File: config.mk
export PLATFORM = sky130hd
export DESIGN_NAME = pc_sequencer
export DESIGN_NICKNAME = d
export VERILOG_FILES = /design/src/rtl/pc_seq_pkg.sv /design/src/rtl/pc_sequencer.sv
export SDC_FILE = /design/constraint.sdc
export NUM_CORES = 1
export LEC_CHECK = 0
export BUFFER_PORTS_ARGS = -buffer_cell sky130_fd_sc_hd__buf_2
export CORE_MARGIN = 3
export CORE_UTILIZATION = 40
export DETAILED_ROUTE_END_ITERATION = 12
export PLACE_DENSITY = 0.82
export SLEW_MARGIN = 20
export SYNTH_ARGS = -nofsm -noshare
export SYNTH_HDL_FRONTEND = slang
export SYNTH_SLANG_ARGS = --single-unit
File: constraint.sdc
create_clock -name clk -period 2.8 [get_ports clk]
set_clock_uncertainty 0.15 [all_clocks]
set_input_delay 0.56 -clock clk [delete_from_list [all_inputs] [get_ports clk]]
set_output_delay 0.56 -clock clk [all_outputs]
set_load 0.005 [all_outputs]
File: src/rtl/pc_seq_pkg.sv
// Shared types and constants for the program-counter sequencer.
//   seq_state_t  : sequencer FSM states (RUN, DRAIN, HALTED)
//   FAULT_*      : encodings of the sticky fault_code output
//   PC_STEP      : byte increment for sequential fetch
//   fault_classify : maps the two illegal-target conditions onto a fault code
package pc_seq_pkg;

  typedef enum logic [1:0] {
    RUN    = 2'd0,
    DRAIN  = 2'd1,
    HALTED = 2'd2
  } seq_state_t;

  localparam logic [1:0] FAULT_NONE     = 2'd0;
  localparam logic [1:0] FAULT_MISALIGN = 2'd1;
  localparam logic [1:0] FAULT_RANGE    = 2'd2;
  localparam logic [1:0] FAULT_BOTH     = 2'd3;

  localparam int unsigned PC_STEP = 4;

  function automatic logic [1:0] fault_classify(input logic misalign, input logic range);
    logic [1:0] code;
    case ({range, misalign})
      2'b01:   code = FAULT_MISALIGN;
      2'b10:   code = FAULT_RANGE;
      2'b11:   code = FAULT_BOTH;
      default: code = FAULT_NONE;
    endcase
    return code;
  endfunction

endpackage

File: src/rtl/pc_sequencer.sv
// Program counter and fetch sequencer for the pipelined core.
// Chooses each cycle between sequential advance, stall-hold and execute-stage
// redirect, raises the IF/ID and ID/EX flushes a redirect needs, runs a fixed
// drain on halt (or on an illegal redirect target) and then reports halted.
// Ports:
//   clk, reset          : clock, synchronous active-high reset
//   stall               : hold pc (and IF/ID) this cycle
//   PcSel, BrPC         : redirect taken / redirect target
//   halt                : instruction in EX is a halt
//   pc, if_valid        : registered fetch address / fetch is a real instruction
//   flush_ifid/idex     : squash pipeline registers at the next edge
//   halted              : pipeline drained (registered)
//   fault, fault_code   : sticky illegal-redirect flag and its cause
module pc_sequencer
  import pc_seq_pkg::*;
#(
  parameter int unsigned       PC_W         = 9,
  parameter logic [PC_W-1:0]   RESET_PC     = '0,
  parameter int unsigned       DRAIN_CYCLES = 2
) (
  input  logic            clk,
  input  logic            reset,
  input  logic            stall,
  input  logic            PcSel,
  input  logic [31:0]     BrPC,
  input  logic            halt,
  output logic [PC_W-1:0] pc,
  output logic            if_valid,
  output logic            flush_ifid,
  output logic            flush_idex,
  output logic            halted,
  output logic            fault,
  output logic [1:0]      fault_code
);

  localparam int unsigned    CntW    = $clog2(DRAIN_CYCLES + 1);
  localparam logic [CntW-1:0] CntInit = CntW'(DRAIN_CYCLES - 1);

  seq_state_t      state_q;
  logic [CntW-1:0] cnt_q;
  logic [PC_W-1:0] pc_q;
  logic            halted_q;
  logic            fault_q;
  logic [1:0]      fault_code_q;

  logic misalign, range, illegal;

  assign misalign = |BrPC[1:0];
  assign range    = |BrPC[31:PC_W];
  assign illegal  = PcSel && (misalign || range);

  always_ff @(posedge clk) begin
    if (reset) begin
      state_q      <= RUN;
      cnt_q        <= '0;
      pc_q         <= RESET_PC;
      halted_q     <= 1'b0;
      fault_q      <= 1'b0;
      fault_code_q <= FAULT_NONE;
    end else begin
      case (state_q)
        RUN: begin
          if (halt) begin
            state_q <= DRAIN;
            cnt_q   <= CntInit;
          end else if (illegal) begin
            // Trap: the bad target is never loaded; drain as for a halt.
            if (!fault_q) begin
              fault_q      <= 1'b1;
              fault_code_q <= fault_classify(misalign, range);
            end
            state_q <= DRAIN;
            cnt_q   <= CntInit;
          end else if (PcSel) begin
            pc_q <= BrPC[PC_W-1:0];
          end else if (!stall) begin
            pc_q <= pc_q + PC_W'(PC_STEP);
          end
        end
        DRAIN: begin
          if (cnt_q == '0) begin
            state_q  <= HALTED;
            halted_q <= 1'b1;
          end else begin
            cnt_q <= cnt_q - 1'b1;
          end
        end
        HALTED: ;
        default: state_q <= RUN;
      endcase
    end
  end

  // Outside RUN fetch is dead and both pipeline registers are held squashed.
  always_comb begin
    if_valid   = 1'b0;
    flush_ifid = 1'b1;
    flush_idex = 1'b1;
    if (state_q == RUN) begin
      if_valid   = 1'b1;
      flush_ifid = PcSel | halt;
      flush_idex = PcSel | halt;
    end
  end

  assign pc         = pc_q;
  assign halted     = halted_q;
  assign fault      = fault_q;
  assign fault_code = fault_code_q;

endmodule

After elaboration in Yosys (flattened, before gate mapping) --
Cells that the tools add are included.
Storage, ports and cells: flip-flop bits (word level) 17
Operators by class: add/subtract/negate cells 2, equality and inequality tests 9, muxes and demuxes 11, bitwise gates (word level) 5, reduce and logical (&&, ||, !) cells 13
Operators by type and width (number):
- $reduce_or A23 Y1 | 1
- $mux W9 | 2
- $pmux W2 S3 | 2
- $add A9 B3 Y9 const B | 1
- $reduce_and A3 Y1 | 3
- $mux W2 | 4
- $reduce_and A4 Y1 | 2
- $eq A2 B2 Y1 const B | 3
- $eq A2 B1 Y1 const B | 2
- $logic_not A2 Y1 | 2
- $ne A2 B2 Y1 const B | 2
- $not A1 Y1 | 4
- $pmux W2 S2 | 1
- $ne A3 B3 Y1 const B | 1
- $mux W1 | 2
- $ne A2 B1 Y1 const B | 1
- $reduce_and A2 Y1 | 1
- $reduce_bool A2 Y1 | 1
- $reduce_or A2 Y1 | 1
- $sub A2 B1 Y2 const B | 1
- $logic_and A1 B1 Y1 | 1
- $logic_or A1 B1 Y1 | 1
- $or A1 B1 Y1 | 1

Longest topological paths before layout --
depth after elaboration 6, depth in mapped cells 6, depth with buffers taken out 6

Least setup slack after synthesis --
No wires, ideal clock.
path kind input to register, from input port BrPC[10], to register pc_q[7] (netlist: pc[7]), library setup time 0.130 ns, data arrival time 1.596 ns, required time 2.520 ns, path slack 0.925 ns, stages on the path 5, cell sequence nor4_2 -> and4_1 -> a31oi_1 -> a211oi_1 -> o32ai_1
On the way: longest elaborated chain between the ends 5
RTL lines:
- start, declared | line pc_sequencer.sv:25 | input logic [31:0] BrPC,
- $reduce_or A23 Y1 | line pc_sequencer.sv:49 | assign range = |BrPC[31:PC_W];
- $logic_or A1 B1 Y1 | line pc_sequencer.sv:50 | assign illegal = PcSel && (misalign || range);
- $logic_and A1 B1 Y1 | line pc_sequencer.sv:50
- $not A1 Y1 (no line)
- $reduce_and A4 Y1 (no line)
- end signal, assigned | line pc_sequencer.sv:75 | pc_q <= BrPC[PC_W-1:0];
- end signal, assigned | line pc_sequencer.sv:77 | pc_q <= pc_q + PC_W'(PC_STEP);
- end, declared | line pc_sequencer.sv:41 | logic [PC_W-1:0] pc_q;
No other way between the ends. A chain may end at the register's enable or synchronous reset.

Worst setup path after layout --
from register state_q[1], to output port flush_ifid
On the way: longest elaborated chain between the ends 2
RTL lines:
- start, declared | line pc_sequencer.sv:39 | seq_state_t state_q;
- start signal, assigned | line pc_sequencer.sv:54 | state_q <= RUN;
- start signal, assigned | line pc_sequencer.sv:64 | state_q <= DRAIN;
- start signal, assigned | line pc_sequencer.sv:72 | state_q <= DRAIN;
- $logic_not A2 Y1 | line pc_sequencer.sv:99 | if (state_q == RUN) begin
- $mux W1 | line pc_sequencer.sv:99
- end, declared | line pc_sequencer.sv:29 | output logic flush_ifid,
No other way between the ends.

==> flow_metrics.py <==
metrics = {
    "timing": {
        "rsz0062_at_grt": "no",
        "fin_crit_ns": 1.990,
        "max_freq_mhz": 502.6,
        "tns_ns": 0,
        "period_share": 0.7106,
        "slew_violations": 0,
        "finalSetupViolCount": 0,
        "fin_ws_ns": 0.8104,
        "tightest_slew_ns": 0.4566,
        "finalHoldViolCount": 0,
        "maxSlewHeadroom": 0.6942,
    },
    "setup_path": {
        "cp-start-kind": "flip-flop",
        "path_buf_inv": 2,
        "crit_type": "reg -> out",
        "crit_fanout": 13,
        "crit_family": "flip-flops",
        "crit_chain": "nor3_2 -> buf_4 -> nand2_1 -> buf_2",
        "endpoint_kind": "output pin",
        "cp.required_ns": 2.09,
        "critPathMaxStageDelay_ns": 0.37,
        "arrival_ns": 1.28,
        "cp_slowest_cell": "dfxtp_1",
        "reg2reg_slack_ns": 1.09,
    },
    "floorplan": {
        "start_util": 0.4273,
        "rows": 17,
        "dieHeight_um": 55.08,
        "core_mm2": 0.002255,
        "dieArea_mm2": 0.003033,
        "pin_count": 53,
        "die_w_um": 55.08,
    },
    "power_and_ir_drop": {
        "ir_drop_mv": 0.3088,
        "p_leak_uw": 0.0005713,
        "cellPowerDensity_mw_per_mm2": 476.4,
    },
    "routing": {
        "vias": 1073,
        "dr.pass1.iters": 4,
        "final_antenna_net_count": 0,
        "wl_per_cell_um": 12.53,
        "drt-initial-drc-count": 16,
        "remaining_drc_errors": 0,
        "routed_via_density": 5.503,
        "wl_um": 2444,
    },
    "job": {
        "cap_violations": 0,
    },
    "clock_network": {
        "post-cts-setup-buffer-count": 0,
        "cts-hold-fix-buffers": 0,
        "insertion_delay_ns": 0.29,
        "cts-root-buf": "clkbuf_4",
        "cts_resized": 0,
        "cts_tree": "done",
        "numCtsBuffers": 3,
        "clock_sinks": 17,
        "cts.path.max_buffers": 2,
        "clk_pin_slew_ns": 0.10,
        "ctsHtreeMaxLevel": 1,
    },
    "synth": {
        "seq_area_frac_synth": 0.3532,
        "syn_nets": 155,
        "synth_top_area_cell": "dfxtp_1",
        "synth.area.top_cells": "dfxtp_1 35%, nor4_2 6.5%, nor2_1 5.8%, a21oi_1 4.7%, mux2i_1 3.1%",
        "syn_area_per_cell_um2": 8.305,
        "ys_types": 36,
        "yosys_warnings": 0,
        "synth_top_area_frac": 0.3532,
        "synth_area_um2": 963.4,
        "ys_ff_latch": 17,
        "postSynthCellCount": 116,
    },
    "global_routing": {
        "antenna_found_initial": 0,
        "grt_max_degree": 23,
        "grt_pass1_wl_um": 3615,
        "grt_usage": 0.1642,
        "overflow": 0,
        "grt_pass1_vias": 872,
    },
    "finish": {
        "post-route-util": 0.5583,
        "drive_gt1_frac": 0.3892,
        "instances_no_fill": 195,
        "n_antenna_cell": 0,
        "area_delta_synth_final_pct": 30.65,
        "fin_nets": 207,
    },
    "status": {
        "status": "finished, final reports clean",
    },
    "placement": {
        "preCtsSetupSlack_ns": 0.6344,
        "numPortBuffers": 52,
        "dp_hpwl_um": 1947,
        "gp_congestion": 0.8189,
        "dp_cells": 191,
    },
    "worst_hold_path": {
        "min_path_type": "reg -> reg",
    },
}
cells in the mapped netlist:
cell      count
and2_1        3
o21a_1        1
clkbuf_1      2
a31o_4        1
nor3_1        4
a22oi_1       1
o21ai_1       1
buf_4         1
or3_1         1
a221oi_1      1
and3_1        3
o32ai_1       3
a311o_1       1
a21oi_1       9
nand2_1       7
a211oi_1      3
buf_2         1
inv_1         4
buf_6         1
o21ai_0       5
nor3_2        1
buf_1         1
mux2i_1       3
dfxtp_1      17
nor4_2        5
a31oi_1       3
nand2_2       1
nor2_1       15
a22o_1        2
nor2b_1       3
and4_1        1
a311oi_1      1
ha_1          2
nand2b_1      2
nand4_1       2
nand3_1       4
sequential cells by signal, indices dropped and copies added, names as in the netlist:
register,cells
fault_code,2
cnt_q,2
fault,1
state_q,2
pc,9
halted,1
logic make-up after synthesis:
| group | Yosys count | synth area share |
|---|---|---|
| buffers and inverters | 10 | 0.05194 |
| AND/OR/NAND/NOR | 52 | 0.3091 |
| multiplexers | 3 | 0.03117 |
| adder cells (fa/ha/maj) | 2 | 0.02597 |
| AO/OA/AOI/OAI | 32 | 0.2286 |
| flip-flops | 17 | 0.3533 |
final timing paths:
path,endpoint,start,depth (start not counted)
worst max-delay path,flush_ifid,state_q[1],4
worst min-delay path,pc[1],pc[1],1
worst max register to register,cnt_q[1],state_q[1],6
worst min register to register,pc[1],pc[1],1
power by group:
group / leakage, µW / switching (µW) / total [µW] / internal, µW
Combinational: 0.000415 / 92.8 / 180 / 87.1
Clock: 0.0000177 / 78.1 / 131 / 53.1
Sequential: 0.000139 / 22.1 / 288 / 266
layout by cell type, fill, tap and decap left out, drive strengths merged:
master  instances
nand3           4
nor2           15
nor2b           3
ha              2
a31o            1
buf            53
a311oi          1
o21ai           6
a311o           1
or3             1
dfxtp          17
nand4           2
clkbuf          3
and4            1
nor4            5
nand2b          2
mux2i           3
clkinv          1
a211oi          3
nand2           8
and2            3
o32ai           3
a22oi           1
nor3            5
a221oi          1
and3            3
inv             4
o21a            1
a21oi           9
a22o            2
a31oi           3
through the flow:
stage	hold WS (ns)	cell area [µm²]	power, µW
2_1_floorplan	0.3048	963.4	408.7
3_3_place_gp	0.2882	1231	466.2
3_5_place_dp	0.2909	1231	472.7
4_1_cts	0.3230	1259	605.2
5_1_grt	0.3458	1259	636.5
6_report	0.3163	1259	599.6
metal layers:
layer	vias to the layer above	GRT usage	wire length [µm]
met5	-	0	0
met4	0	0.07287	10
met3	2	0.03217	231
met2	53	0.2677	1139
met1	483	0.2081	1062
li1	535	-	-
cell type report:
cell class	count	area (µm²)
Clock inverter	1	5.005
Clock buffer	3	22.52
Multi-Input combinational cell	89	573.1
Inverter	4	15.01
Sequential cell	17	340.3
Timing Repair Buffer	53	267.8
Fill cell	234	996.0
Tap cell	28	35.03
Note: power is estimated with default switching activity, not from simulation.
